### src/rtl/switch_toggle_bank.sv
// Multi-channel switch-to-LED controller. Each channel has a 2-flop synchroniser, a
// debounce counter, edge detection, a toggle register and a mode-selected LED driver.
module switch_toggle_bank #(
    parameter int unsigned NUM_CH         = 4,
    parameter int unsigned DEBOUNCE_LIMIT = 250000
) (
    input  logic              i_Clk,
    input  logic              i_Rst_L,
    input  logic [NUM_CH-1:0] i_Switch,
    input  logic [1:0]        i_Mode,
    output logic [NUM_CH-1:0] o_LED,
    output logic [NUM_CH-1:0] o_Switch_Db,
    output logic [NUM_CH-1:0] o_Press,
    output logic [NUM_CH-1:0] o_Release
);

    localparam int unsigned     CW      = $clog2(DEBOUNCE_LIMIT + 1);
    localparam logic [CW-1:0]   CNT_MAX = CW'(DEBOUNCE_LIMIT - 1);

    typedef enum logic [1:0] {
        MODE_TOGGLE_REL   = 2'b00,
        MODE_TOGGLE_PRESS = 2'b01,
        MODE_FOLLOW       = 2'b10,
        MODE_OFF          = 2'b11
    } mode_e;

    mode_e             mode;
    logic [NUM_CH-1:0] sync1_q, sync2_q;
    logic [NUM_CH-1:0] db_q, db_d;
    logic [NUM_CH-1:0] db_d1_q;
    logic [NUM_CH-1:0] tg_q, tg_d;
    logic [NUM_CH-1:0] led_q, led_d;
    logic [NUM_CH-1:0] press, release_p;
    logic [CW-1:0]     cnt_q [NUM_CH];
    logic [CW-1:0]     cnt_d [NUM_CH];

    assign mode      = mode_e'(i_Mode);
    assign press     = db_q & ~db_d1_q;
    assign release_p = ~db_q & db_d1_q;

    // Any cycle where the synchronised input agrees with db restarts qualification.
    always_comb begin
        for (int unsigned ch = 0; ch < NUM_CH; ch++) begin
            cnt_d[ch] = cnt_q[ch];
            db_d[ch]  = db_q[ch];
            if (sync2_q[ch] == db_q[ch]) begin
                cnt_d[ch] = '0;
            end else if (cnt_q[ch] == CNT_MAX) begin
                db_d[ch]  = sync2_q[ch];
                cnt_d[ch] = '0;
            end else begin
                cnt_d[ch] = cnt_q[ch] + CW'(1);
            end
        end
    end

    // LED samples next-state tg so it lights one cycle after the qualifying pulse.
    always_comb begin
        tg_d  = tg_q;
        led_d = '0;
        unique case (mode)
            MODE_TOGGLE_REL: begin
                tg_d  = tg_q ^ release_p;
                led_d = tg_d;
            end
            MODE_TOGGLE_PRESS: begin
                tg_d  = tg_q ^ press;
                led_d = tg_d;
            end
            MODE_FOLLOW: led_d = db_q;
            MODE_OFF:    led_d = '0;
            default:     led_d = '0;
        endcase
    end

    always_ff @(posedge i_Clk or negedge i_Rst_L) begin
        if (!i_Rst_L) begin
            sync1_q <= '0;
            sync2_q <= '0;
            db_q    <= '0;
            db_d1_q <= '0;
            tg_q    <= '0;
            led_q   <= '0;
            for (int unsigned ch = 0; ch < NUM_CH; ch++) begin
                cnt_q[ch] <= '0;
            end
        end else begin
            sync1_q <= i_Switch;
            sync2_q <= sync1_q;
            db_q    <= db_d;
            db_d1_q <= db_q;
            tg_q    <= tg_d;
            led_q   <= led_d;
            for (int unsigned ch = 0; ch < NUM_CH; ch++) begin
                cnt_q[ch] <= cnt_d[ch];
            end
        end
    end

    assign o_LED       = led_q;
    assign o_Switch_Db = db_q;
    assign o_Press     = press;
    assign o_Release   = release_p;

endmodule
### config.mk
export PLATFORM = sky130hd
export DESIGN_NAME = switch_toggle_bank
export DESIGN_NICKNAME = d
export VERILOG_FILES = /design/src/rtl/switch_toggle_bank.sv
export SDC_FILE = /design/constraint.sdc
export NUM_CORES = 1
export LEC_CHECK = 0
export CELL_PAD_IN_SITES_DETAIL_PLACEMENT = 1
export CELL_PAD_IN_SITES_GLOBAL_PLACEMENT = 2
export CORE_MARGIN = 1
export CORE_UTILIZATION = 35
export DETAILED_ROUTE_END_ITERATION = 10
export PLACE_DENSITY = 0.72
export RECOVER_POWER = 100
export SYNTH_ARGS = -nofsm -noshare
export SYNTH_HDL_FRONTEND = slang
export SYNTH_SLANG_ARGS = --single-unit
### constraint.sdc
create_clock -name i_Clk -period 1.9 [get_ports i_Clk]
set_input_delay 0.38 -clock i_Clk [delete_from_list [all_inputs] [get_ports i_Clk]]
set_output_delay 0.38 -clock i_Clk [all_outputs]
set_load 0.03 [all_outputs]
Word-level counts from Yosys, hierarchy flattened
Cells that the tools add are included.

storage, ports and cells
  bits in registers = 96
  latch bits = 0
  RAM bits = 0
  bits in read-only memories = 0
  input port bits = 8
  output and inout bits = 16
  word-level logic and storage cells = 54
  memories kept = 0

cells by class
  add/subtract/negate cells = 4
  multipliers = 0
  div/mod/pow operators = 0
  order comparisons = 0
  eq/ne operators = 11
  shift operators = 0
  muxes and demuxes = 10
  bitwise logic cells = 10
  reduce and logical (&&, ||, !) cells = 6

operators with widths
  kind                                                 count
  two-way mux 18 bit                                   8
  adder 18 x 1 -> 18 bit, second input constant        4
  equality test 18 bit, second input constant          4
  case mux 4 bit (4 select lines)                      1
  AND 4 bit                                            2
  NOT 4 bit                                            2
  case mux 4 bit (2 select lines)                      1
  AND reduction 2 bit                                  4
  XOR 4 bit                                            2
  equality test 1 bit                                  4
  equality test 2 bit, second input constant           2
  NOT 1 bit                                            4
  equality test 2 x 1 -> 1 bit, second input constant  1
  logical NOT 2 bit                                    1
  nonzero test 2 bit                                   1

Depth between registers and ports, before layout
  depth after elaboration = 4
  depth in mapped cells = 6
  depth with buffers taken out = 5

Least setup slack after synthesis
OpenSTA, ideal clock, no wires.

  path type = reg2reg
  from = register cnt_q[13] in the netlist's numbering
  to = register db_q[3], in the netlist o_Switch_Db[3]
  library setup time = 0.125 ns
  arrival time = 1.901 ns
  required time = 1.775 ns
  path slack = -0.126 ns
  cell stages (with the launch flop) = 5
  path buffers = 0
  period minus slack after synthesis = 2.026 ns
  cells stage by stage = dfrtp_1 or4b_1 or4_4 nor2_1 mux2_2

on the way
  longest elaborated chain between the ends = 2

ends and longest elaborated chain
  what                                  RTL line  text
  start: declaration                    34        logic [CW-1:0] cnt_q [NUM_CH];
  start signal: indexed assignment      95        cnt_q[ch] <= cnt_d[ch];
  equality test 18 bit                  48        end else if (cnt_q[ch] == CNT_MAX) begin
  AND reduction 2 bit (no source line)  -
  end signal: assignment                80        db_q <= '0;
  end signal: assignment                90        db_q <= db_d;
  end: declaration                      29        logic [NUM_CH-1:0] db_q, db_d;

Every way passes these cells.
A chain may end at the register's enable or synchronous reset.

Worst setup path in the final report
  from = register cnt_q[11] in the netlist's numbering
  to = register db_q[3], in the netlist o_Switch_Db[3]

Same word-level chain as after synthesis.

==> run_results.csv <==
group,metric,value,unit
outcome,status,"finished, violations left",
outcome,violations,"setup timing",
worst_setup_path,cpMostUsedCell,"or4_4",
synth,synth.area.top_cells,"dfrtp_1 52%, xnor2_1 9.5%, nor2_1 6.7%, xor2_1 4.0%, nor4_1 2.9%",
routing,drt_wl_total,10300,µm
synth,synth_edf_count,0,
layout,nFillCells,1469,
clock_network,cts_hold_buf,0,
layout,nNetsFinal,532,
synth,ys_seq_elements,96,
grt,grt_pass1_vias,3687,
worst_setup_path,critical_path.cell_chain,"or4_4, or4_4, nor2_4, mux2_4",
routing,post-route-drc-count,0,
timing,post-route-period-util,105,%
layout,layout-drive-gt1-share,13.7,%
pwr,p_seq_share,47.9,%
placed_design,gp_congestion,0.737,
synth,ys_async_sr_fraction,100,%
die,die_w,117,µm
grt,grt_max_degree,97,
synth,yosysMostFrequentCell,"dfrtp_1",
placed_design,portBuffers,23,
clock_network,insertion_delay,0.35,ns
placed_design,numPlacedInstances,681,
clock_network,post_cts_buffers,0,
synth,syn_area,0.00459,mm²
die,fp.coreArea,0.0127,mm²
synth,seq_area_frac_synth,52.3,%
layout,finish.instance_area,0.00564,mm²
pwr,max-vdd-ir-drop,0.634,mV
clock_network,cts_sinks,96,
synth,synthSimpleGateAreaFrac,24.7,%
routing,viasPerCell,5.01,
die,num_rows,41,
die,dieArea,0.0136,mm²
layout,diodes,0,
worst_setup_path,cp.required,2.13,ns
worst_setup_path,cp_data_arrival_time,2.22,ns
routing,drt_iter0_markers,88,
pwr,power.density,778,mW/mm²
synth,synth.distinct_cells,39,
timing,final-max-slew-violation-count,0,
timing,clock_skew,0.00576,ns
synth,synth.net_count,467,
synth,post_synth.cell_area_avg,10.1,µm²
layout,areaGrowthSynthToFinish,22.7,%
die,start_util,36.1,%
grt,grt-ovfl-total,0,
clock_network,cts_buffer_depth,2,
pwr,clkPwrFrac,48.7,%
synth,synth_cells,455,
die,fp.dieH,117,µm
timing,grt_setup_unrepaired,"true",
pwr,internal_power,3.45,mW
clock_network,path_clk_slew,0.07,ns
timing,period_minus_slack,1.99,ns
synth,synthAdderAreaFrac,1.09,%
clock_network,cts_tree,"yes",
job,maxCapViolCount,0,
worst_setup_path,crit_path_start_kind,"flop",
clock_network,numCtsBuffers,9,
routing,firstDrtPassIters,4,
timing,setup_viol,20,
grt,grt_usage,17.5,%
placed_design,hpwl,7300,µm
worst_setup_path,slowest_stage,"or4_4",
synth,synth_top_family_by_area,"simple AND/OR/NAND/NOR gates",
synth,netlist.area_leader.share,52.3,%
routing,wl_per_cell,14.7,µm
synth,synth_compound_area_share,4.36,%
worst_setup_path,r2r_setup_slack,-0.09,ns
worst_setup_path,max_stage_delay,0.56,ns
timing,worst_slew_pin_slew,1.32,ns
timing,slew_headroom,12.0,%
pwr,power.switching,0.935,mW
layout,regArea,0.00240,mm²
synth,synth_commonest_cells,"96 x dfrtp_1, 82 x nor2_1, 50 x xnor2_1",
die,io_pins,24,
worst_setup_path,critPathMaxFanout,2,
layout,fin_cells,697,
synth,synth.area.mux_share,1.85,%
pwr,p_comb_share,3.4,%
timing,fmax,503,MHz
hold_path,hold_class,"reg2reg",
grt,antenna_found_initial,0,
timing,hold_viol_final,0,
timing,setup_ws,-0.0883,ns
grt,grt_pass1_wl,18000,µm
placed_design,place_area,0.00533,mm²
worst_setup_path,crit_path_end_kind,"flop",
clock_network,h-tree-depth,3,
routing,vias,3491,
pwr,leakage,2.38,nW
clock_network,clock-root-buffer,"clkbuf_16",
synth,yosys.area.top_type,"dfrtp_1",
synth,synth_xor_area_share,13.5,%
synth,ys.flop_type,"dfrtp_1",
worst_setup_path,crit_type,"reg2reg",
pwr,swShare,21.3,%
routing,ant_nets,0,
layout,multi_input_area,0.00212,mm²
synth,synth-warning-count,0,
==> cell families (layout without fill, tap and decap cells) <==
kind of cell	Yosys count	count (layout)
buffers and inverters	24	94
AOI/OAI and AO/OA	30	30
DFF	96	96
and+or+nand+nor	222	222
muxes	8	8
xor gates and xnor gates	71	71
adders and majority gates	4	4
==> path summary, 6_finish.rpt <==
path / startpoint / end / cells past startpoint
max in group asynchronous: i_Rst_L / sync2_q[2] / 2
worst min-delay path: sync1_q[3] / sync2_q[3] / 0
worst min register to register: sync1_q[3] / sync2_q[3] / 0
min in group asynchronous: i_Rst_L / cnt_q[26] / 2
worst max register to register: cnt_q[11] / o_Switch_Db[3] / 4
worst max-delay path: cnt_q[11] / o_Switch_Db[3] / 4
==> flip-flops by register name, summed over array words and instances (netlist names) <==
| name | flops |
|---|---|
| cnt_q | 72 |
| db_d1_q | 4 |
| o_LED | 4 |
| o_Switch_Db | 4 |
| sync1_q | 4 |
| sync2_q | 4 |
| tg_q | 4 |
==> area by class of cell <==
| cell class | instances | area share (%) |
|---|---|---|
| clock buffers | 10 | 4.24 |
| clock inverters | 6 | 2.04 |
| inverters | 15 | 0.999 |
| multi-input cells | 335 | 37.7 |
| flip-flops and latches | 96 | 42.6 |
| well taps | 172 | 3.82 |
| repair buffers | 63 | 8.61 |
==> placed cells by master, fill, tap and decap left out, types with 5 or more instances in the layout <==
| cell | netlist | layout |
|---|---|---|
| buf_4 | 0 | 29 |
| nand3_1 | 25 | 25 |
| nand2_1 | 17 | 17 |
| xor2_1 | 21 | 21 |
| nor2_1 | 82 | 80 |
| dlygate4sd2_1 | 0 | 7 |
| a21oi_1 | 11 | 11 |
| or3_1 | 5 | 5 |
| clkbuf_1 | 6 | 5 |
| xnor2_1 | 50 | 50 |
| nor2b_1 | 11 | 10 |
| nand4_1 | 20 | 20 |
| o21ai_0 | 9 | 10 |
| nor3_1 | 16 | 16 |
| clkbuf_2 | 1 | 5 |
| dfrtp_1 | 96 | 96 |
| inv_1 | 14 | 14 |
| nor4_1 | 21 | 21 |
| dlygate4sd3_1 | 0 | 8 |
| clkbuf_16 | 0 | 9 |
==> power by group through the flow <==
stage	clock network [mW]	registers [mW]	logic, mW
after floorplan	0	2.13	0.0709
after global placement	0	2.14	0.164
after global routing	2.29	2.10	0.174
after CTS	2.22	2.10	0.168
final	2.14	2.10	0.149
after detailed placement	0	2.14	0.167
==> critical path: cells and delay by family, from the launching register on <==
| family | cells | cell delay, ns |
|---|---|---|
| simple gates | 3 | 1.20 |
| flops | 1 | 0.38 |
| mux | 1 | 0.29 |
==> stage by stage <==
| step | utilization [%] | setup TNS [ns] | setup slack (ns) | total power [mW] | hold WS (ns) |
|---|---|---|---|---|---|
| finish | 44.3 | -1.30 | -0.0883 | 4.39 | 0.354 |
| global route | 44.3 | -2.73 | -0.139 | 4.57 | 0.361 |
| CTS | 44.6 | -1.29 | -0.0897 | 4.49 | 0.104 |
| detailed placement | 41.9 | -1.25 | -0.111 | 2.31 | 0.336 |
| global placement | 41.9 | -0.839 | -0.0907 | 2.30 | 0.334 |
| floorplan | - | -0.738 | -0.0686 | 2.21 | 0.0844 |
==> timing repair <==
item | 4_1_cts | 5_1_grt
gates resized for setup | 9 | 5
endpoints found under the setup margin | 27 | 21
pin swaps | 1 | 1
gates cloned | 0 | 0
endpoints found under the hold margin | 0 | 0
==> layer usage <==
| layer | vias to the layer above | global-route usage (%) | part of all wire, % |
|---|---|---|---|
| li1 | 1712 | - | - |
| met1 | 1750 | 21.6 | 47 |
| met2 | 24 | 29.2 | 49 |
| met3 | 5 | 5.50 | 3.2 |
| met4 | 0 | 5.49 | 1.1 |
| met5 | - | 0 | 0 |
No activity file was read; power rests on OpenSTA's default activity.
